`config.mk`:
```
export PLATFORM = sky130hd
export DESIGN_NAME = i2s_pcm_tx
export DESIGN_NICKNAME = d
export VERILOG_FILES = /design/src/rtl/i2s_pcm_tx.sv
export SDC_FILE = /design/constraint.sdc
export NUM_CORES = 1
export LEC_CHECK = 0
export ABC_AREA = 1
export ABC_CLOCK_PERIOD_IN_PS = 1700
export CAP_MARGIN = 10
export CORE_MARGIN = 2
export CORE_UTILIZATION = 43
export CTS_BUF_LIST = sky130_fd_sc_hd__clkbuf_16
export DETAILED_ROUTE_END_ITERATION = 10
export PLACE_DENSITY = 0.76
export RECOVER_POWER = 100
export SKIP_CTS_REPAIR_TIMING = 1
export SLEW_MARGIN = 20
export SYNTH_ARGS = -nofsm -noshare
export SYNTH_HDL_FRONTEND = slang
export SYNTH_SLANG_ARGS = --single-unit
```
`constraint.sdc`:
```
create_clock -name clk -period 1.7 [get_ports clk]
set_input_delay 0.34 -clock clk [delete_from_list [all_inputs] [get_ports clk]]
set_output_delay 0.34 -clock clk [all_outputs]
set_load 0.01 [all_outputs]
```
`src/rtl/i2s_pcm_tx.sv`:
```
// rtl/i2s_pcm_tx.sv - I2S DSP-mode A PCM transmitter slaved to codec SCLK/LRCLK
// Optional ADC deserializer onto audio_i is built when I2S_RX_EN is defined.
module i2s_pcm_tx #(
  parameter int BITS = 48
) (
  input  logic            clk,
  input  logic            rst_n,
  input  logic            pad_sclk,
  input  logic            pad_lrclk,
  output logic            pad_din,
  input  logic            pad_dout,
  input  logic [BITS-1:0] audio_o,
  output logic            sample_req,
  output logic [BITS-1:0] audio_i,
  output logic            audio_i_valid,
  output logic            frame_err
);

  localparam int            CW       = $clog2(BITS + 1);
  localparam logic [CW-1:0] CNT_IDLE = CW'(BITS);
  localparam logic [CW-1:0] CNT_LAST = CW'(BITS - 1);

  typedef enum logic {
    IDLE  = 1'b0,
    SHIFT = 1'b1
  } state_t;

  state_t          state_q, state_d;
  logic [CW-1:0]   cnt_q, cnt_d;
  logic [BITS-1:0] tx_q, tx_d;
  logic            din_d, req_d, err_d;

  logic sclk_s1, sclk_s2, sclk_s3;
  logic lrclk_s1, lrclk_s2;
  logic sclk_rise, sclk_fall, frame_start, bit_rise;

  // lrclk shares the sclk stage depth so it is coherent with the detected edge
  always_ff @(posedge clk or negedge rst_n) begin
    if (!rst_n) begin
      sclk_s1  <= 1'b0;
      sclk_s2  <= 1'b0;
      sclk_s3  <= 1'b0;
      lrclk_s1 <= 1'b0;
      lrclk_s2 <= 1'b0;
    end else begin
      sclk_s1  <= pad_sclk;
      sclk_s2  <= sclk_s1;
      sclk_s3  <= sclk_s2;
      lrclk_s1 <= pad_lrclk;
      lrclk_s2 <= lrclk_s1;
    end
  end

  assign sclk_rise   = sclk_s2 & ~sclk_s3;
  assign sclk_fall   = ~sclk_s2 & sclk_s3;
  assign frame_start = sclk_rise & lrclk_s2;
  assign bit_rise    = sclk_rise & ~lrclk_s2 & (state_q == SHIFT);

  always_ff @(posedge clk or negedge rst_n) begin
    if (!rst_n) begin
      state_q    <= IDLE;
      cnt_q      <= CNT_IDLE;
      tx_q       <= '0;
      pad_din    <= 1'b0;
      sample_req <= 1'b0;
      frame_err  <= 1'b0;
    end else begin
      state_q    <= state_d;
      cnt_q      <= cnt_d;
      tx_q       <= tx_d;
      pad_din    <= din_d;
      sample_req <= req_d;
      frame_err  <= err_d;
    end
  end

  always_comb begin
    state_d = state_q;
    cnt_d   = cnt_q;
    tx_d    = tx_q;
    din_d   = pad_din;
    req_d   = 1'b0;
    err_d   = 1'b0;
    if (frame_start) begin
      // A restart while bits are already counted discards the partial frame
      tx_d    = audio_o;
      req_d   = 1'b1;
      cnt_d   = '0;
      state_d = SHIFT;
      err_d   = (state_q == SHIFT) && (cnt_q != '0);
    end else if (bit_rise) begin
      cnt_d = cnt_q + 1'b1;
      if (cnt_q == CNT_LAST) begin
        state_d = IDLE;
      end
    end else if (sclk_fall) begin
      if (state_q == SHIFT) begin
        din_d = tx_q[BITS-1];
        tx_d  = {tx_q[BITS-2:0], 1'b0};
      end else begin
        din_d = 1'b0;
      end
    end
  end

`ifdef I2S_RX_EN
  logic            dout_s1, dout_s2;
  logic [BITS-1:0] rx_q;
  logic            rx_last;

  assign rx_last = bit_rise && (cnt_q == CNT_LAST);

  always_ff @(posedge clk or negedge rst_n) begin
    if (!rst_n) begin
      dout_s1       <= 1'b0;
      dout_s2       <= 1'b0;
      rx_q          <= '0;
      audio_i       <= '0;
      audio_i_valid <= 1'b0;
    end else begin
      dout_s1       <= pad_dout;
      dout_s2       <= dout_s1;
      audio_i_valid <= rx_last;
      if (bit_rise) begin
        rx_q <= {rx_q[BITS-2:0], dout_s2};
      end
      if (rx_last) begin
        audio_i <= {rx_q[BITS-2:0], dout_s2};
      end
    end
  end
`else
  logic unused_dout;
  assign unused_dout   = pad_dout;
  assign audio_i       = '0;
  assign audio_i_valid = 1'b0;
`endif

endmodule

```
==> metrics.csv <==
stage;metric;value;unit
sta;fmax;609;MHz
clock_tree;Max clock buf depth;2;
global_routing;largest net degree at the start of global routing;64;
floorplan;Starting Density;44.0;%
clock_tree;CTS Root Cell;clkbuf_16;
clock_tree;CTS tree;done;
drt;DR vias;2541;
setup_path;Register-to-Register Path Depth;8;
synthesis;sequential fraction of the synthesis area;49.7;%
setup_path;Worst path depth;1;
drt;drt wl/cell;11.6;um
floorplan;Core ar.;7210;um2
layout;layout net count;495;
setup_path;CP Data Arrival Time;1.30;ns
worst_hold_path;hold depth;0;
floorplan;die area;8090;um2
drt;starting DRC count in detailed routing;136;
placement;Final GP Congestion;0.798;
placement;area post-placement;3650;um2
synthesis;Mapped Area;3170;um2
floorplan;die height;89.9;um
clock_tree;CTS Buf Count;9;
global_routing;first-pass GRT wire length;10.7;mm
setup_path;Required @ worst endpoint;1.36;ns
synthesis;Yosys reg bits;63;
setup_path;CP endpoint kind;output pin;
setup_path;Max stage delay cell, worst path;dlygate4sd3_1;
floorplan;Die X;89.9;um
placement;dpl cells;528;
power_and_ir_drop;Pwr Total;4.15;mW
layout;Final Util;53.6;%
synthesis;Cells after Synth;387;
sta;hold_ws;0.351;ns
drt;vias per std cell;4.69;
setup_path;worst path bufs/invs;1;
synthesis;number of enable flip-flop cells after synthesis;0;
drt;Pre-Repair DR Iteration Count;4;
setup_path;Crit Path Max Fanout;2;
sta;Sum Neg Setup Slack;0;ns
layout;antenna cells;0;
layout;fin area;3870;um2
job;Max-Cap Viols;0;
layout;fraction of layout cells with a size suffix above 1;5.64;%
sta;Slew @ Worst Pin;1.36;ns
clock_tree;Worst-Skew Late Latency;0.32;ns
power_and_ir_drop;power per standard cell area;1070;nW/um2
sta;Slew headroom;9.07;%
global_routing;GRT Overall Usage;16.4;%
sta;Tmin final;1.64;ns
synthesis;distinct cell type count after synthesis;23;
worst_hold_path;Hold Path Class;reg2reg;
setup_path;Setup crit start kind;flop;
clock_tree;H-tree depth;3;
drt;post-route ant nets;0;
power_and_ir_drop;peak supply drop;0.726;mV
global_routing;vias in the first global route;2323;
setup_path;CP delay by family, top;buffers and inverters;
layout;fill cell total of the finished layout;685;
sta;fin crit share;96.5;%
sta;final worst setup slack;0.0592;ns
setup_path;critical path class;reg2out;
power_and_ir_drop;Lkg Pwr;1.74;nW
setup_path;CP peak stage delay;0.60;ns
synthesis;syn avg cell area;8.20;um2
sta;final hold violations;0;
floorplan;Core Rows;31;
status;status;finished clean;
global_routing;global route total overflow;0;
setup_path;Cell Chain, Critical Path;dlygate4sd3_1;
clock_tree;clk sinks;63;
placement;hpwl dp;4.25;mm
layout;Non-Filler Instances;542;
synthesis;Synth Flop Type;dfrtp_1;
floorplan;I/O pin count;105;
sta;Final Max Slew Viols;0;
placement;# port buffers;54;
placement;pre-CTS setup slack;0.205;ns
clock_tree;clk slew on worst S/H paths;0.05;ns
synthesis;asr flop ratio synth;100;%
sta;Final setup viols;0;
drt;final WL;6.27;mm
global_routing;initial antenna violation count;0;
synthesis;Ys Warns;0;
drt;# DRC;0;
sta;RSZ-0062 raised after global routing;false;
layout;Synth-to-Final Area Change;21.9;%
sta;Setup Skew;0.00660;ns
## state kept, by name, summed over array words and instances, names as in the netlist
register	count
cnt_q	6
frame_err	1
lrclk_s1	1
lrclk_s2	1
pad_din	1
sample_req	1
sclk_s1	1
sclk_s2	1
sclk_s3	1
state_q	1
tx_q	48
## placed cells by master, fill, tap and decap left out, drive strengths merged
cell type       n
buf             7
nand3           4
dfstp           2
nand2          83
dfrtp          61
inv            15
nor2           55
clkdlybuf4s50  48
nand4           1
dlygate4sd3     5
conb           49
nor3            1
o211ai          1
o22ai           1
a21oi          44
clkbuf         11
ha              2
clkinv          4
o21ai          49
## cells by family after synthesis
logic type / after synthesis / synth area share [%]
compound gates: 95 / 15.1
fa+ha+maj: 2 / 0.788
buf+inv: 82 / 16.3
flops: 63 / 49.7
other cells: 1 / 0.118
simple gates: 144 / 17.9
## report_power, final
group          internal [mW]  total [mW]  switching (mW)
clock network          0.940        1.51           0.575
registers               1.79        1.94           0.153
logic                  0.313       0.693           0.381
total                   3.04        4.15            1.11
## layout make-up
class	instances	area (um2)	share of cell area (%)
Tap cell	99	124	3.20
Sequential cell	63	1580	40.8
Clock inverter	5	18.8	0.485
Clock buffer	9	225	5.82
Inverter	14	52.6	1.36
Multi-Input combinational cell	290	1260	32.5
Timing Repair Buffer	62	613	15.8
## worst paths after layout
path / slack, ns / end / startpoint
min in group asynchronous: 0.43 / tx_q[35] / rst_n
setup / recovery: 0.06 / pad_din / pad_din
hold reg to reg: 0.35 / lrclk_s2 / lrclk_s1
setup reg to reg: 0.18 / tx_q[46] / sclk_s3
max in group asynchronous: 0.44 / state_q / rst_n
hold / removal: 0.35 / lrclk_s2 / lrclk_s1
## cell usage after synthesis (2+ instances only)
| cell type | instances | area, um2 |
|---|---|---|
| nor2_1 | 54 | 203 |
| dfstp_2 | 2 | 52.6 |
| buf_4 | 49 | 368 |
| dfrtp_1 | 61 | 1530 |
| nand2_1 | 81 | 304 |
| nand2_2 | 2 | 12.5 |
| nand3_1 | 3 | 15.0 |
| a21oi_1 | 44 | 220 |
| inv_1 | 13 | 48.8 |
| ha_1 | 2 | 25.0 |
| buf_2 | 9 | 45.0 |
| clkbuf_1 | 7 | 26.3 |
| buf_6 | 2 | 22.5 |
| o21ai_0 | 49 | 245 |
## metal layers
| metal | part of all wire [%] | global-route usage, % |
|---|---|---|
| met3 | 5.3 | 4.44 |
| met1 | 46 | 21.7 |
| met5 | 0 | 0 |
| met4 | 1.3 | 5.77 |
| met2 | 47 | 26.1 |
No activity file was read; power rests on OpenSTA's default activity.
